File: src/rtl/mcu_spi_sync.sv
// Single-clock SPI slave: pins are oversampled in clk, the first byte of a frame
// selects a byte target, following bytes are strobed to it and its read byte is shifted out.
module mcu_spi_sync #(
   parameter int N_TARGETS   = 4,
   parameter int SPI_MODE    = 1,
   parameter int SYNC_STAGES = 2,
   parameter int CNT_W       = 8
) (
   input  logic                     clk,
   input  logic                     reset_n,
   input  logic                     spi_ss,
   input  logic                     spi_clk,
   input  logic                     spi_din,
   output logic                     spi_dout,
   input  logic [8*N_TARGETS-1:0]   tgt_din,
   output logic [N_TARGETS-1:0]     tgt_strobe,
   output logic                     tgt_start,
   output logic [7:0]               mcu_dout,
   output logic                     frame_end,
   output logic [CNT_W-1:0]         byte_cnt,
   output logic                     bad_target
);

   // state  | meaning
   // IDLE   | select inactive, waiting for ss falling
   // TARGET | receiving the target-ID byte, MISO held at 0
   // DATA   | receiving data bytes for the latched target
   typedef enum logic [1:0] {S_IDLE, S_TARGET, S_DATA} state_t;

   localparam bit CPOL        = ((SPI_MODE / 2) % 2) == 1;
   localparam bit CPHA        = (SPI_MODE % 2) == 1;
   localparam bit SAMPLE_RISE = (CPOL == CPHA);

   state_t                 state, state_nx;
   logic [SYNC_STAGES-1:0] ss_sync, sck_sync, din_sync;
   logic                   ss_prev, sck_prev;
   logic                   ss_s, sck_s, din_s;
   logic                   ss_fall, ss_rise, sck_rise, sck_fall;
   logic                   samp_edge, setup_edge, samp_act, setup_act;
   logic                   frame_start, byte_end;
   logic [2:0]             bit_cnt;
   logic [6:0]             rx_sr;
   logic [7:0]             rx_byte, target, tgt_nx, rd_byte, tx_sr, data_byte;
   logic                   bad_nx, tx_load, tx_zero, tx_shift;
   logic                   data_done, first_pend;
   logic [N_TARGETS-1:0]   strobe_nx;

   always_ff @(posedge clk or negedge reset_n) begin
      if (!reset_n) begin
         ss_sync  <= '1;
         sck_sync <= {SYNC_STAGES{CPOL}};
         din_sync <= '0;
         ss_prev  <= 1'b1;
         sck_prev <= CPOL;
      end else begin
         ss_sync  <= {ss_sync[SYNC_STAGES-2:0], spi_ss};
         sck_sync <= {sck_sync[SYNC_STAGES-2:0], spi_clk};
         din_sync <= {din_sync[SYNC_STAGES-2:0], spi_din};
         ss_prev  <= ss_sync[SYNC_STAGES-1];
         sck_prev <= sck_sync[SYNC_STAGES-1];
      end
   end

   assign ss_s       = ss_sync[SYNC_STAGES-1];
   assign sck_s      = sck_sync[SYNC_STAGES-1];
   assign din_s      = din_sync[SYNC_STAGES-1];
   assign ss_fall    = ss_prev & ~ss_s;
   assign ss_rise    = ~ss_prev & ss_s;
   assign sck_rise   = ~sck_prev & sck_s;
   assign sck_fall   = sck_prev & ~sck_s;
   assign samp_edge  = SAMPLE_RISE ? sck_rise : sck_fall;
   assign setup_edge = SAMPLE_RISE ? sck_fall : sck_rise;

   // A select release in the same cycle as a clock edge cancels that edge.
   assign samp_act    = samp_edge & ~ss_rise & (state != S_IDLE);
   assign setup_act   = setup_edge & ~ss_rise & (state != S_IDLE);
   assign frame_start = (state == S_IDLE) & ss_fall;
   assign byte_end    = samp_act & (bit_cnt == 3'd7);
   assign rx_byte     = {rx_sr, din_s};

   always_ff @(posedge clk or negedge reset_n) begin
      if (!reset_n) state <= S_IDLE;
      else          state <= state_nx;
   end

   always_comb begin
      state_nx = state;
      if (ss_rise) begin
         state_nx = S_IDLE;
      end else begin
         case (state)
            S_IDLE:   if (ss_fall) state_nx = S_TARGET;
            S_TARGET: if (byte_end) state_nx = S_DATA;
            default:  state_nx = state;
         endcase
      end
   end

   // The target being latched this cycle already selects the first read byte (CPHA=0).
   assign tgt_nx = (state == S_TARGET && byte_end) ? rx_byte : target;
   assign bad_nx = (tgt_nx >= 8'(N_TARGETS));

   always_comb begin
      rd_byte   = 8'h00;
      strobe_nx = '0;
      for (int k = 0; k < N_TARGETS; k++) begin
         if (tgt_nx == 8'(k)) rd_byte = tgt_din[8*k +: 8];
         if (target == 8'(k)) strobe_nx[k] = 1'b1;
      end
   end

   assign tx_zero  = frame_start | (state == S_TARGET && !byte_end) | bad_nx;
   assign tx_load  = frame_start | (CPHA ? (setup_act && bit_cnt == 3'd0) : byte_end);
   assign tx_shift = setup_act & (bit_cnt != 3'd0);

   always_ff @(posedge clk or negedge reset_n) begin
      if (!reset_n) begin
         bit_cnt    <= '0;
         rx_sr      <= '0;
         target     <= '0;
         bad_target <= 1'b0;
         byte_cnt   <= '0;
         data_done  <= 1'b0;
         data_byte  <= '0;
         first_pend <= 1'b0;
         tgt_strobe <= '0;
         tgt_start  <= 1'b0;
         mcu_dout   <= '0;
         frame_end  <= 1'b0;
         tx_sr      <= '0;
         spi_dout   <= 1'b0;
      end else begin
         if (frame_start || ss_rise) bit_cnt <= '0;
         else if (samp_act)          bit_cnt <= bit_cnt + 3'd1;

         if (samp_act) rx_sr <= rx_byte[6:0];

         if (frame_start || ss_rise) begin
            bad_target <= 1'b0;
         end else if (state == S_TARGET && byte_end) begin
            target     <= rx_byte;
            bad_target <= bad_nx;
         end

         if (frame_start)                            byte_cnt <= '0;
         else if (byte_end && byte_cnt != '1)        byte_cnt <= byte_cnt + CNT_W'(1);

         data_done <= byte_end & (state == S_DATA) & ~bad_target;
         if (byte_end) data_byte <= rx_byte;

         tgt_strobe <= '0;
         tgt_start  <= 1'b0;
         if (frame_start) first_pend <= 1'b1;
         if (data_done) begin
            tgt_strobe <= strobe_nx;
            tgt_start  <= first_pend;
            first_pend <= 1'b0;
            mcu_dout   <= data_byte;
         end

         frame_end <= ss_rise & (state != S_IDLE);

         if (tx_load)       tx_sr <= tx_zero ? 8'h00 : rd_byte;
         else if (tx_shift) tx_sr <= {tx_sr[6:0], 1'b0};

         spi_dout <= ~ss_s & tx_sr[7];
      end
   end

endmodule

File: config.mk
export PLATFORM = sky130hd
export DESIGN_NAME = mcu_spi_sync
export DESIGN_NICKNAME = d
export VERILOG_FILES = /design/src/rtl/mcu_spi_sync.sv
export SDC_FILE = /design/constraint.sdc
export NUM_CORES = 1
export LEC_CHECK = 0
export BUFFER_PORTS_ARGS = -buffer_cell sky130_fd_sc_hd__buf_2
export CORE_MARGIN = 4
export CORE_UTILIZATION = 40
export DETAILED_ROUTE_END_ITERATION = 12
export PLACE_DENSITY = 0.7
export RECOVER_POWER = 25
export SLEW_MARGIN = 15
export SYNTH_ARGS = -nofsm -noshare
export SYNTH_HDL_FRONTEND = slang
export SYNTH_SLANG_ARGS = --single-unit
File: constraint.sdc
create_clock -name clk -period 3.1 [get_ports clk]
set_input_delay 0.155 -clock clk [delete_from_list [all_inputs] [get_ports clk]]
set_output_delay 0.155 -clock clk [all_outputs]
set_load 0.005 [all_outputs]
==> results of run 1 <==
-- layout make-up --
type                       instances  area, um^2  share of cell area
multi-input combinational        192        1530               0.379
clock buffer                      10         128              0.0316
clock inverter                     6        68.8              0.0170
inverter                          13        48.8              0.0121
sequential                        70        1760               0.435
tap                              105         131              0.0325
timing repair buffer              69         374              0.0926
-- layer usage --
metal,up-vias,track usage
met5,-,0
li1,1186,-
met1,1164,0.204
met4,0,0.0746
met3,25,0.0410
met2,92,0.245
-- cells by family (layout without fill, tap and decap cells) --
| logic type | count (synthesis) | in the layout |
|---|---|---|
| buffers and inverters | 25 | 98 |
| multiplexers | 31 | 31 |
| AND/OR/NAND/NOR | 81 | 81 |
| XOR/XNOR | 4 | 4 |
| flip-flops | 70 | 70 |
| adder cells (fa/ha/maj) | 6 | 6 |
| AO/OA/AOI/OAI | 70 | 70 |
-- critical path: stages, from the launching register on --
cell       delay [ns]
dfstp_2          0.53
inv_1            0.04
ha_1             0.28
nand4bb_4        0.36
o21ai_2          0.39
nand2_1          0.27
o311ai_0         0.41
a211oi_1         0.13
-- state kept, by name (all words and copies together) (netlist names) --
signal / flops
bad_target: 1
bit_cnt: 3
byte_cnt: 8
data_byte: 8
data_done: 1
din_sync: 2
first_pend: 1
frame_end: 1
mcu_dout: 8
rx_sr: 7
sck_prev: 1
sck_sync: 2
spi_dout: 1
ss_prev: 1
ss_sync: 2
state: 2
target: 8
tgt_start: 1
tgt_strobe: 4
tx_sr: 8
-- where the power goes --
part	total (mW)	leakage [nW]	switching, mW	internal, mW
sequential	1.08	0.927	0.0844	0.999
clock	0.723	0.0973	0.346	0.377
combinational	0.302	0.966	0.166	0.136
-- through the flow --
step | power [mW] | cells | util
floorplan | 1.29 | 287 | -
global placement | 1.39 | 445 | 0.461
detailed placement | 1.40 | 445 | 0.461
CTS | 2.14 | 465 | 0.490
global route | 2.22 | 465 | 0.489
finish | 2.11 | 465 | 0.489
-- worst min-delay path by stage --
stage,start,endpoint,slack [ns],depth (start not counted)
2_1_floorplan,reset_n,bad_target,-0.14,0
3_3_place_gp,reset_n,tgt_start,0.15,1
3_5_place_dp,reset_n,tgt_strobe[2],0.16,1
4_1_cts,tgt_din[8],tx_sr[0],0.15,3
5_1_grt,tgt_din[24],tx_sr[0],0.23,3
6_report,tgt_din[8],tx_sr[0],0.15,3
-- cells in the mapped netlist, drive strengths merged, types with 2 or more instances --
master   instances
a2111oi          2
a211oi           8
a21boi           7
a21o             6
a21oi            5
a22o             2
a31oi            2
and2             3
buf             10
clkbuf           2
dfrtp           67
dfstp            3
ha               6
inv             13
mux2            30
nand2           18
nand2b           3
nand3            4
nand4            2
nor2            23
nor2b            3
nor3             4
nor3b            2
nor4             3
nor4b            2
o2111ai          7
o21ai            7
o21bai          14
o311ai           7
or2              2
or3              2
or3b             2
or4              2
xor2             4
-- what timing repair did --
item	CTS	global route
hold buffers	4	0
endpoints found under the hold margin	24	0
buffers inserted	0	0
==> results_dict.tcl, run 1 <==
set metrics [dict create \
    final_nets 398 \
    clockBufferDepth 2 \
    fin_tns_setup_ns 0 \
    highest_layer "met4" \
    drive_gt1_frac 0.350 \
    finalMaxSlewViolations 0 \
    die_h_um 100 \
    first_global_vias 2502 \
    yosys_register_bits 70 \
    post_drt_wl_per_cell_um 16.0 \
    drt_wl_total_mm 7.45 \
    cp-end-kind "register" \
    period_needed_ns 2.52 \
    cp-startpoint "ss_prev" \
    htree_levels 3 \
    synth_cell_types 56 \
    rows 33 \
    core_area_um2 8260 \
    synth_top_family_by_area "compound AO/OA/AOI/OAI gates" \
    grt-ovfl-total 0 \
    cts_resized 0 \
    syn_avg_cell_area_um2 11.9 \
    place_area_um2 3810 \
    netlist_area_um2 3400 \
    start_util 0.412 \
    antenna_cells 0 \
    drt_iter0_markers 119 \
    fillers 760 \
    clkSinkCount 70 \
    p_leak_nw 1.99 \
    synthCells 287 \
    insertion_delay_ns 0.34 \
    grt_max_degree 50 \
    rsz0062_at_grt "no" \
    r2r-start "ss_prev" \
    cts_tree "yes" \
    crit_required_ns 3.32 \
    layout_commonest_cell "dfrtp_1" \
    synthArstFlopShare 1.00 \
    endpoint "tx_sr[6]" \
    dp_slack_ns 0.583 \
    ys_top_cells_by_area "dfrtp_1 (49%), mux2_2 (9.9%), o21bai_1 (3.1%)" \
    cp_max_fo 9 \
    ant_nets 0 \
    layout_common_cells "dfrtp_1 (67), buf_2 (57), mux2_2 (30)" \
    r2r_cells 7 \
    gp_congestion 0.883 \
    m1WireLength_mm 3.13 \
    period_share 0.814 \
    via_per_inst 5.31 \
    clk_pin_slew_ns 0.08 \
    drv_cap 0 \
    status "finished clean" \
    vias 2467 \
    fin_worst_skew_ns 0.0133 \
    fmax_mhz 396 \
    power.density_nw_per_um2 522 \
    met2_length_mm 3.58 \
    reg2reg_to "tx_sr[6]" \
    worstSetupPathType "reg -> reg" \
    root_buffer "clkbuf_8" \
    synth_top_cell_by_area "dfrtp_1" \
    drc 0 \
    setup_viol 0 \
    grt_pass1_wl_mm 12.5 \
    hold_viol 0 \
    yosys_warnings 0 \
    synth-xor-area-share 0.0103 \
    io_pins 61 \
    yosys.area_share.simple 0.145 \
    whs_ns 0.155 \
    peakVddDrop_uv 197 \
    dp_hpwl_mm 5.53 \
    synth_top_cell_area_share 0.493 \
    ys_seq_area_frac 0.516 \
    hp-class "in -> reg" \
    fin_ws_ns 0.575 \
    synth_fa_ha_area_frac 0.0221 \
    antenna_found_initial 0 \
    synthFlopType "dfrtp_1" \
    slew_headroom 0.157 \
    synth_compound_area_frac 0.169 \
    place.port_buffers 60 \
    worstPathArrival_ns 2.74 \
    rrSetupSlack_ns 0.58 \
    groute.usage.overall 0.157 \
    dieArea_um2 10000 \
    synth_edf_count 0 \
    drt_first_pass_iters 4 \
    syn2layout_area_growth_pct 18.7 \
    wl_met3_um 550 \
    cp-start-kind "register" \
    tightest_slew_ns 1.26 \
    die_x_um 100 \
    syn_nets 330 \
    synth_mux_area_frac 0.102 \
    cts-buffers-inserted 9 \
    final_area_um2 4040 \
]
Power figures use the tool's default switching activity.
==> run 2: changes to the inputs <==
--- a/config.mk
+++ b/config.mk
@@ -5,6 +5,7 @@
 export SDC_FILE = /design/constraint.sdc
 export NUM_CORES = 1
 export LEC_CHECK = 0
+export ABC_AREA = 1
 export BUFFER_PORTS_ARGS = -buffer_cell sky130_fd_sc_hd__buf_2
 export CORE_MARGIN = 4
 export CORE_UTILIZATION = 40
==> constraint.sdc (replaced) <==
create_clock -name clk -period 2.6 [get_ports clk]
set_input_delay 0.13 -clock clk [delete_from_list [all_inputs] [get_ports clk]]
set_output_delay 0.13 -clock clk [all_outputs]
set_load 0.005 [all_outputs]
==> results_dict.tcl, run 2 <==
set metrics [dict create \
    status "finished, violations left" \
    violations "max-capacitance violations, max-slew violations" \
    die_h_um 99.9 \
    rsz0062_at_grt "no" \
    groute.usage.overall 0.153 \
    crit_required_ns 2.87 \
    hp-class "in -> reg" \
    ant_nets 0 \
    grt-ovfl-total 0 \
    gp_congestion 0.925 \
    final_nets 527 \
    fin_tns_setup_ns 0 \
    synth_top_cell_by_area "dfrtp_1" \
    syn2layout_area_growth_pct 22.7 \
    rows 33 \
    drc 0 \
    via_per_inst 4.76 \
    period_needed_ns 2.39 \
    ys_seq_area_frac 0.520 \
    worstPathArrival_ns 2.66 \
    layout_commonest_cell "nand2_1" \
    clkSinkCount 70 \
    root_buffer "clkbuf_8" \
    final_util 0.504 \
    yosys_register_bits 70 \
    cts-buffers-inserted 9 \
    cp-start-kind "register" \
    dp_hpwl_mm 5.23 \
    drive_gt1_frac 0.233 \
    synthArstFlopShare 1.00 \
    grt_max_degree 71 \
    antenna_cells 0 \
    insertion_delay_ns 0.34 \
    yosysMostFrequentCell "nand2_1" \
    drt_wl_total_mm 7.14 \
    yosys_warnings 0 \
    clk_pin_slew_ns 0.08 \
    yosys-top-cells-count "nand2_1 (105), dfrtp_1 (67), inv_1 (56)" \
    synth_edf_count 0 \
    synthCells 410 \
    p_clk_frac 0.348 \
    synth_top_cell_area_share 0.497 \
    period_share 0.920 \
    drv_cap 1 \
    place.port_buffers 60 \
    cts_tree "yes" \
    sw_frac_of_total 0.294 \
    post_drt_wl_per_cell_um 12.0 \
    drt_iter0_markers 163 \
    drt_first_pass_iters 5 \
    clockBufferDepth 2 \
    tightest_slew_ns 1.71 \
    vias 2827 \
    syn_nets 453 \
    syn_avg_cell_area_um2 8.23 \
    power.share.sequential 0.465 \
    power_frac_comb 0.187 \
    cp_max_fo 8 \
    p_leak_nw 2.30 \
    layout_common_cells "nand2_1 (105), dfrtp_1 (67), buf_2 (60)" \
    worstSetupPathType "reg -> reg" \
    antenna_found_initial 0 \
    core_area_um2 8220 \
    hold_viol 0 \
    die_x_um 99.9 \
    synthFlopType "dfrtp_1" \
    slew_headroom -0.142 \
    fin_worst_skew_ns 0.00653 \
    netlist_area_um2 3380 \
    htree_levels 3 \
    cp-end-kind "register" \
    p_int_mw 1.96 \
    peakVddDrop_uv 265 \
    fmax_mhz 418 \
    grt_pass1_wl_mm 12.1 \
    io_pins 61 \
    setup_viol 0 \
    netSwitchingPower_uw 817 \
    finalMaxSlewViolations 71 \
    start_util 0.411 \
    dieArea_um2 9970 \
    synth_cell_types 30 \
    first_global_vias 2653 \
    power.density_nw_per_um2 670 \
    ys_top_cells_by_area "dfrtp_1 (50%), nand2_1 (12%), inv_1 (6.2%)" \
]
-- run 2: cell types whose count changed in the layout (fill, tap and decap cells not counted), moves of 9 or more --
cell and change:
nand2_1 +87, inv_1 +43, nand3_1 +32, mux2_2 -30
o21ai_0 +20, o21bai_1 -13, nor2_1 +12, a21oi_1 +9
-- run 2: stage by stage --
step	worst slack [ns]	cell area [um^2]	cells	hold WS, ns	total power, mW
after global placement	0.219	3810	570	0.238	1.79
final	0.209	4140	594	0.117	2.78
after floorplan	0.478	3380	410	-0.166	1.64
after detailed placement	0.135	3810	570	0.238	1.80
after global routing	0.00573	4140	594	0.151	2.95
after CTS	0.108	4060	589	0.00652	2.78
-- run 2: timing repair --
action,4_1_cts,5_1_grt
endpoints found under the hold margin,3,0
buffers inserted,0,5
setup endpoints to repair,0,8
hold buffers,3,0
gates resized for setup,0,10
-- run 2: logic make-up (layout without fill, tap and decap cells) --
family / after synthesis / after routing / share of synthesized area
and+or+nand+nor: 210 / 210 / 0.293
buffers and inverters: 74 / 153 / 0.0875
AOI/OAI and AO/OA: 50 / 50 / 0.0771
DFF: 70 / 70 / 0.520
adders and majority gates: 6 / 6 / 0.0222
-- run 2: per-layer routing --
| metal | vias up | GRT usage | wire length, um |
|---|---|---|---|
| met5 | - | 0 | 0 |
| met1 | 1284 | 0.213 | 3350 |
| met2 | 75 | 0.224 | 3210 |
| met4 | 0 | 0.0567 | 108 |
| li1 | 1459 | - | - |
| met3 | 9 | 0.0459 | 483 |
-- run 2: worst paths after layout --
check / from / end / slack (ns) / cells after the start
min: tgt_din[16] / tx_sr[0] / 0.12 / 5
max reg2reg: ss_prev / tx_sr[5] / 0.21 / 16
min reg2reg: din_sync[0] / din_sync[1] / 0.35 / 0
max in group asynchronous: reset_n / spi_dout / 1.26 / 2
max: ss_prev / tx_sr[5] / 0.21 / 16
min in group asynchronous: reset_n / sck_sync[0] / 0.30 / 2
-- run 2: cell type report --
class | instances | area, um^2
fillers | 795 | 4080
repair buffers | 75 | 430
clock buffers | 9 | 124
inverters | 62 | 235
flip-flops and latches | 70 | 1760
multi-input cells | 266 | 1370
well taps | 105 | 131
clock inverters | 7 | 98.8
-- run 2: critical path, cell delays in order, from the launching register on --
cell     delay (ns)
dfstp_2        0.53
inv_1          0.04
ha_2           0.20
inv_2          0.07
nand3_1        0.10
nor2_4         0.19
buf_4          0.16
nand4_1        0.09
nand2_1        0.15
nand2_4        0.10
nor2_4         0.19
nand3_1        0.12
nand2_1        0.09
inv_2          0.03
nand2_1        0.07
nand2_1        0.07
a21oi_1        0.11
-- run 2: power by group through the flow --
stage / clock (mW) / sequential, mW / combinational [mW]
floorplan: 0 / 1.29 / 0.345
global placement: 0 / 1.31 / 0.481
detailed placement: 0 / 1.31 / 0.483
CTS: 0.999 / 1.29 / 0.489
global route: 1.05 / 1.31 / 0.599
finish: 0.966 / 1.29 / 0.521
==> run 3: changes to the inputs <==
--- a/config.mk
+++ b/config.mk
@@ -10,8 +10,10 @@
 export CORE_MARGIN = 4
 export CORE_UTILIZATION = 40
 export DETAILED_ROUTE_END_ITERATION = 12
+export MAX_ROUTING_LAYER = met4
 export PLACE_DENSITY = 0.7
 export RECOVER_POWER = 25
+export SKIP_LAST_GASP = 1
 export SLEW_MARGIN = 15
 export SYNTH_ARGS = -nofsm -noshare
 export SYNTH_HDL_FRONTEND = slang
==> constraint.sdc (replaced) <==
create_clock -name clk -period 2.55 [get_ports clk]
set_input_delay 0.1275 -clock clk [delete_from_list [all_inputs] [get_ports clk]]
set_output_delay 0.1275 -clock clk [all_outputs]
set_load 0.005 [all_outputs]
==> results_dict.tcl, run 3 (synthesis gave the netlist of run 2 again) <==
set metrics [dict create \
    status "finished clean" \
    cts-buffers-inserted 9 \
    dp_hpwl_mm 5.35 \
    final_nets 533 \
    hp-class "in -> reg" \
    root_buffer "clkbuf_8" \
    htree_levels 3 \
    grt-ovfl-total 0 \
    slew_headroom 0.284 \
    clk_pin_slew_ns 0.07 \
    grt_max_degree 45 \
    cts_tree "yes" \
    clkSinkCount 70 \
    drive_gt1_frac 0.246 \
    antenna_cells 0 \
    period_share 0.948 \
    place.port_buffers 60 \
    antenna_found_initial 0 \
    core_area_um2 8220 \
    drv_cap 0 \
    die_x_um 99.9 \
    p_leak_nw 2.36 \
    gp_congestion 0.875 \
    peakVddDrop_uv 264 \
    drt_wl_total_mm 7.37 \
    fin_tns_setup_ns 0 \
    worstSetupPathType "reg -> reg" \
    drt_iter0_markers 157 \
    final_area_um2 4210 \
    cp-start-kind "register" \
    groute.usage.overall 0.158 \
    layout_commonest_cell "nand2_1" \
    power.density_nw_per_um2 630 \
    placed_cells 573 \
    drc 0 \
    hold_viol 0 \
    syn2layout_area_growth_pct 24.6 \
    fin_ws_ns 0.132 \
    vias 2888 \
    setup_viol 0 \
    layout_common_cells "nand2_1 (105), dfrtp_1 (67), buf_2 (60)" \
    fillers 806 \
    drt_first_pass_iters 6 \
    dp_slack_ns 0.120 \
    whs_ns 0.108 \
    first_global_vias 2702 \
    via_per_inst 4.81 \
    worstPathArrival_ns 2.69 \
    rows 33 \
    place_area_um2 3830 \
    finalMaxSlewViolations 0 \
    crit_required_ns 2.82 \
    period_needed_ns 2.42 \
    start_util 0.411 \
    post_drt_wl_per_cell_um 12.3 \
    instances_no_fill 600 \
    fmax_mhz 414 \
    die_h_um 99.9 \
    fin_worst_skew_ns 0.00619 \
    grt_pass1_wl_mm 12.2 \
    cp_max_fo 10 \
    insertion_delay_ns 0.35 \
    ant_nets 0 \
    tightest_slew_ns 1.07 \
    io_pins 61 \
    clockBufferDepth 2 \
    dieArea_um2 9970 \
    cp-end-kind "register" \
]
[run 3: cell types whose count changed in the layout (fill, tap and decap cells not counted), moves of 2 or more]
cell	before	now
a21oi_1	14	11
a21oi_2	0	3
buf_4	10	12
bufinv_16	2	0
clkbuf_16	0	2
clkinv_4	3	0
clkinvlp_4	1	4
[run 3: repair_timing]
item | CTS | global route
endpoints found under the hold margin | 43 | 0
hold buffers | 4 | 0
setup buffers | 0 | 5
resized for setup | 0 | 11
endpoints found under the setup margin | 0 | 8
[run 3: worst paths after layout]
path	cells after the start	slack [ns]	end	startpoint
setup / recovery	17	0.13	tx_sr[6]	ss_prev
hold / removal	5	0.11	tx_sr[0]	tgt_din[24]
setup reg to reg	17	0.13	tx_sr[6]	ss_prev
hold reg to reg	0	0.35	din_sync[1]	din_sync[0]
max in group asynchronous	4	1.03	tgt_start	reset_n
min in group asynchronous	3	0.59	sck_sync[0]	reset_n
[run 3: report_power, final]
part,total [mW],internal [mW],switching (mW)
logic,0.547,0.208,0.339
registers,1.32,1.24,0.0732
clock network,0.788,0.377,0.411
[run 3: metrics by stage]
stage,power [mW],util
3_5_place_dp,1.84,0.466
4_1_cts,2.63,0.493
2_1_floorplan,1.67,-
6_report,2.65,0.512
5_1_grt,2.81,0.512
3_3_place_gp,1.82,0.466
[run 3: critical path, stage by stage (launching register included)]
cell and delay [ns]:
dfstp_2 0.53, inv_1 0.06, ha_4 0.18, nor2_4 0.16
nand2_4 0.07, nor2_4 0.15, nand3_1 0.09, nand2_1 0.10
nand2_1 0.10, nor2_4 0.19, buf_12 0.13, clkbuf_16 0.14
nand3_1 0.06, nand2_1 0.08, inv_1 0.04, nand2_1 0.06
nand3_1 0.08, a21oi_1 0.13
[run 3: layout make-up]
type / count / area [um^2] / share of cell area
Timing Repair Buffer: 81 / 526 / 0.125
Sequential cell: 70 / 1760 / 0.417
Tap cell: 105 / 131 / 0.0312
Inverter: 62 / 233 / 0.0553
Multi-Input combinational cell: 266 / 1380 / 0.329
Clock buffer: 11 / 141 / 0.0336
Clock inverter: 5 / 35.0 / 0.00833
[run 3: layer usage]
metal / part of all wire / routed length, um / global-route usage
met5: 0 / 0 / -
met3: 0.058 / 429 / 0.0396
met4: 0.013 / 93 / 0.0693
met1: 0.47 / 3450 / 0.210
met2: 0.46 / 3400 / 0.230
